[config.mk]
export PLATFORM = sky130hd
export DESIGN_NAME = sd_elastic_buf
export DESIGN_NICKNAME = d
export VERILOG_FILES = /design/src/rtl/sd_pkg.sv /design/src/rtl/sd_buf_ptr.sv /design/src/rtl/sd_elastic_buf.sv
export SDC_FILE = /design/constraint.sdc
export NUM_CORES = 1
export LEC_CHECK = 0
export ABC_CLOCK_PERIOD_IN_PS = 2800
export CAP_MARGIN = 20
export CORE_ASPECT_RATIO = 0.9
export CORE_MARGIN = 10
export CORE_UTILIZATION = 30
export DETAILED_ROUTE_END_ITERATION = 10
export PLACE_DENSITY = 0.47
export SLEW_MARGIN = 20
export SYNTH_ARGS = -nofsm -noshare
export SYNTH_HDL_FRONTEND = slang
export SYNTH_SLANG_ARGS = --single-unit
[constraint.sdc]
create_clock -name clk -period 2.8 [get_ports clk]
set_input_delay 0.28 -clock clk [delete_from_list [all_inputs] [get_ports clk]]
set_output_delay 0.28 -clock clk [all_outputs]
set_load 0.05 [all_outputs]
[src/rtl/sd_pkg.sv]
// Shared types and helpers for the sd_elastic_buf family of valid/ready buffers.
package sd_pkg;

    typedef enum logic [0:0] {
        SD_BUF_REG = 1'b0,
        SD_BUF_FT  = 1'b1
    } sd_buf_mode_e;

    localparam int unsigned SD_DEPTH_MIN = 2;
    localparam int unsigned SD_DEPTH_MAX = 64;

    // Wrap explicitly so non-power-of-2 depths work.
    function automatic int unsigned sd_ptr_inc(input int unsigned ptr, input int unsigned depth);
        return (ptr == depth - 1) ? 0 : ptr + 1;
    endfunction

endpackage

[src/rtl/sd_buf_ptr.sv]
// Wrapping circular-buffer pointer with increment and synchronous clear.
module sd_buf_ptr
    import sd_pkg::*;
#(
    parameter int unsigned DEPTH = 4,
    parameter int unsigned PW    = $clog2(DEPTH)
) (
    input  logic          clk,
    input  logic          rst,
    input  logic          clr,
    input  logic          inc,
    output logic [PW-1:0] ptr
);

    logic [PW-1:0] ptr_q, ptr_d;

    always_comb begin
        ptr_d = ptr_q;
        if (clr) begin
            ptr_d = '0;
        end else if (inc) begin
            ptr_d = PW'(sd_ptr_inc(32'(ptr_q), DEPTH));
        end
    end

    always_ff @(posedge clk) begin
        if (rst) begin
            ptr_q <= '0;
        end else begin
            ptr_q <= ptr_d;
        end
    end

    assign ptr = ptr_q;

endmodule

[src/rtl/sd_elastic_buf.sv]
// N-entry elastic buffer on a valid/ready link, registered or fall-through output.
// Optional high-water-mark output enabled by defining SD_ELASTIC_BUF_HWM_EN.
module sd_elastic_buf
    import sd_pkg::*;
#(
    parameter int unsigned WIDTH        = 8,
    parameter int unsigned DEPTH        = 4,
    parameter int unsigned MODE         = 0,
    parameter int unsigned AFULL_THRESH = DEPTH - 1
) (
    input  logic                       clk,
    input  logic                       rst,
    input  logic                       flush,
    input  logic                       s_valid,
    input  logic [WIDTH-1:0]           s_data,
    output logic                       s_ready,
    output logic                       d_valid,
    output logic [WIDTH-1:0]           d_data,
    input  logic                       d_ready,
    output logic [$clog2(DEPTH+1)-1:0] count,
    output logic                       afull
`ifdef SD_ELASTIC_BUF_HWM_EN
    ,
    output logic [$clog2(DEPTH+1)-1:0] hwm
`endif
);

    localparam int unsigned PW = $clog2(DEPTH);
    localparam int unsigned CW = $clog2(DEPTH + 1);
    localparam bit FALL_THROUGH = (MODE == 32'(SD_BUF_FT));

    if (DEPTH < SD_DEPTH_MIN || DEPTH > SD_DEPTH_MAX || MODE > 1 ||
        AFULL_THRESH < 1 || AFULL_THRESH > DEPTH) begin : g_bad_param
        $fatal(1, "sd_elastic_buf: illegal parameter combination");
    end

    logic [WIDTH-1:0] mem [DEPTH];
    logic [PW-1:0]    rff_wr_ptr, rff_rd_ptr;
    logic [CW-1:0]    rff_count, count_d;
    logic             empty, full, active, bypass, push, pop, wr_en, rd_en, clr;

    always_comb begin
        clr     = rst | flush;
        active  = ~clr;
        empty   = (rff_count == '0);
        full    = (rff_count == CW'(DEPTH));
        s_ready = ~full & active;
        // Fall-through: an empty buffer presents the source beat directly.
        bypass  = FALL_THROUGH & empty & s_valid & active;
        d_valid = (~empty & active) | bypass;
        // Showing s_data while empty keeps d_data free of unwritten storage.
        d_data  = empty ? s_data : mem[rff_rd_ptr];
        push    = s_valid & s_ready;
        pop     = d_valid & d_ready;
        wr_en   = push & ~(bypass & d_ready);
        rd_en   = pop & ~empty;
        count_d = clr ? '0 : rff_count + CW'(wr_en) - CW'(rd_en);
        count   = rst ? '0 : rff_count;
        afull   = ~rst & (32'(rff_count) >= AFULL_THRESH);
    end

    always_ff @(posedge clk) begin
        if (wr_en) begin
            mem[rff_wr_ptr] <= s_data;
        end
    end

    always_ff @(posedge clk) begin
        if (rst) begin
            rff_count <= '0;
        end else begin
            rff_count <= count_d;
        end
    end

    sd_buf_ptr #(
        .DEPTH (DEPTH),
        .PW    (PW)
    ) u_wr_ptr (
        .clk (clk),
        .rst (rst),
        .clr (flush),
        .inc (wr_en),
        .ptr (rff_wr_ptr)
    );

    sd_buf_ptr #(
        .DEPTH (DEPTH),
        .PW    (PW)
    ) u_rd_ptr (
        .clk (clk),
        .rst (rst),
        .clr (flush),
        .inc (rd_en),
        .ptr (rff_rd_ptr)
    );

`ifdef SD_ELASTIC_BUF_HWM_EN
    logic [CW-1:0] hwm_q;

    always_ff @(posedge clk) begin
        if (clr) begin
            hwm_q <= '0;
        end else if (count_d > hwm_q) begin
            hwm_q <= count_d;
        end
    end

    assign hwm = hwm_q;
`endif

endmodule

==> impl_results.md <==
- Cell variety after synth: 28
- Maximum vdd drop: roughly 230 uV
- DR WL met2: roughly 1.7 mm
- Nets@finish: between 150 and 200
- Yosys warns: 0
- Rows: 26
- Core area: around 5700 um2
- Post-Syn Area per Cell: approximately 16 um2
- Post-CTS resize count: 0
- Net count after synthesis: around 130
- DR iter-0 viols: 40
- Hold Fails Final Rpt: 0
- Max Clk Rate: between 300 and 400 MHz
- Area growth, synth to finish: 24.8%
- Post-route DRC violation count: 0
- RSZ-0062 raised after global routing: no
- Clk_lat worst skew: about 0.29 ns
- Metal3 WL: between 200 and 250 um
- Port Buf Inserts: 26
- Gr usage total: under 10%
- First drt pass iteration count: 4
- Register bit count reported by yosys: 41
- Longest Clk Path Bufs: 2
- Core Util, Final: just under 40%
- Post-CTS setup buffers: 0
- Post-synth ARST share: 0%
- Critical Path RT: between 2 and 3 ns
- CTS tree: built
- Clock transition at the registers of the reported paths: ~0.07 ns
- Total I/O pin count: 27
- Inserted Clock Buffers: 5
- Clk sinks: 41
- Slew Limit Fails: 0
- Fin Setup TNS: 0 ns
- First-pass GRT wire length: between 5 and 6 mm
- Layout cells sized above 1: ~22%
- Number of global-route vias before repair: 1,097
- Min-delay worst type: reg2reg
- Die Span X: roughly 100 um
- Clock root cell: clkbuf_8
- CP peak stage delay: 0.71 ns
- Hold slack: between 0.5 and 0.6 ns
- FILL cells: around 540
- Antenna violations before repair: 0
- DP HPWL: between 2 and 2.5 mm
- Post-Syn Area: 1780 um2
- DR top layer: met4
- Final period util: about 93%
- Setup CP Type: reg2out
- Vias per cell: about 4.7
- CP endpoint kind: output pin
- Worst Tran Pin Value: ~0.51 ns
- Maximum fanout along the worst path: 8
- Largest cells by area after synthesis: edfxtp_1, dfxtp_1, mux4_2
- Number of diodes: 0
- Post-Route WL: ~3.4 mm
- Final GP Congestion: about 0.79
- Crit path time final: around 2.6 ns
- Status: finished, final reports clean
- Global route total overflow: 0
- Final instance area: 2220 um2
- Critical path, cell by cell: buf_4 > mux4_2 > mux2_2 > clkdlybuf4s50_1
- # H-tree levels: 2
- Final Power: ~1.2 mW
- Total die area: ~9400 um2
- Yosys top cell by area: edfxtp_1
- Pwr dens: 551 nW/um2
- Largest net degree at the start of global routing: 13
- Vias: 980
- Post-synth EDFFs: 32
- Layout Skew: ~0.0027 ns
- Type of origin of the critical path: flop
- Ys flop type: edfxtp_1
- Antenna Nets Post-Route: 0
- CP arrival: between 2 and 2.5 ns
- Die Y: around 93 um
- Slew margin rel.: between 60% and 70%
- Max cap viols: 0
- Metal1 wirelength: roughly 1.4 mm
- Yosys top cell area share: 54.0%
- Area post-placement: approximately 2100 um2
- Syn Inst Count: roughly 110
- Hold buffer count at cts: 0
- Endpoints failing setup: 0
- Post-synthesis sequential area ratio: around 64%
- Lkg Pwr: between 0.7 and 0.8 nW
- Crit-path slowest cell: clkdlybuf4s50_1
- Starting Density: between 30% and 40%
- WL per Instance: 16.3 um
[state kept, by name, summed over array words and instances, names as in the netlist, named ones only]
signal	count
u_wr_ptr.ptr	2
rff_count	3
mem	32
u_rd_ptr.ptr	2
[worst paths after layout]
check / start / end / slack (ns) / cells past startpoint
setup / recovery: flop / d_data[5] / 0.19 / 4
hold / removal: u_wr_ptr.ptr[1] / u_wr_ptr.ptr[1] / 0.50 / 2
hold reg to reg: u_wr_ptr.ptr[1] / u_wr_ptr.ptr[1] / 0.50 / 2
setup reg to reg: rff_count[1] / rff_count[2] / 0.49 / 10
[cell type report]
class	count	area [um2]	share of cell area, %
Sequential cell	41	1140	51.4
Multi-Input combinational cell	57	588	26.5
Timing Repair Buffer	28	273	12.3
Tap cell	70	87.6	3.95
Clock buffer	5	68.8	3.10
Clock inverter	2	35.0	1.58
Inverter	7	26.3	1.18
[metal layers]
layer	vias to the layer above	global-route usage, %
li1	462	-
met1	492	8.20
met2	22	12.6
met3	4	4.42
met4	0	2.44
met5	-	0
[Yosys cell counts, drive strengths merged (2+ instances only)]
cell and instances:
edfxtp 32, dfxtp 9, ha 8, mux2 8, mux4 8, and2 7
inv 7, nor2 7, buf 3, mux2i 2, nand2 2, nor2b 2
o21ai 2
[layout by cell type, fill, tap and decap left out, types with 2 or more instances in the layout]
master            n
o21ai_0           2
clkbuf_8          5
and2_1            5
mux2i_1           2
nor2_1            7
and2_2            2
inv_1             7
buf_4             3
ha_1              8
mux2_2            8
clkdlybuf4s50_1  25
edfxtp_1         32
mux4_2            8
nand2_1           2
dfxtp_1           9
nor2b_1           2
[kinds of logic (layout without fill, tap and decap cells)]
logic type / after synthesis / in the layout / synth area share [%]
AO/OA/AOI/OAI: 6 / 6 / 2.18
XOR/XNOR: 1 / 1 / 0.492
adder cells (fa/ha/maj): 9 / 9 / 6.75
buffers and inverters: 11 / 42 / 2.81
flip-flops: 41 / 41 / 64.1
multiplexers: 18 / 18 / 16.3
AND/OR/NAND/NOR: 23 / 23 / 7.31
[power breakdown]
group,switching (mW),internal (mW),total (mW)
logic,0.0630,0.0481,0.111
registers,0.00299,0.662,0.665
clock network,0.189,0.259,0.447
total,0.255,0.969,1.22
[worst max-delay path: cells and delay by family, from the launching register on]
family / cells / cell delay (ns)
buf+inv: 2 / 0.92
mux: 2 / 0.81
flops: 1 / 0.31
[stage by stage]
step,cells,worst slack (ns)
global route,210,0.0986
finish,210,0.194
floorplan,109,0.0938
detailed placement,203,0.163
CTS,210,0.147
global placement,203,0.276
(Power assumes the default switching activity.)
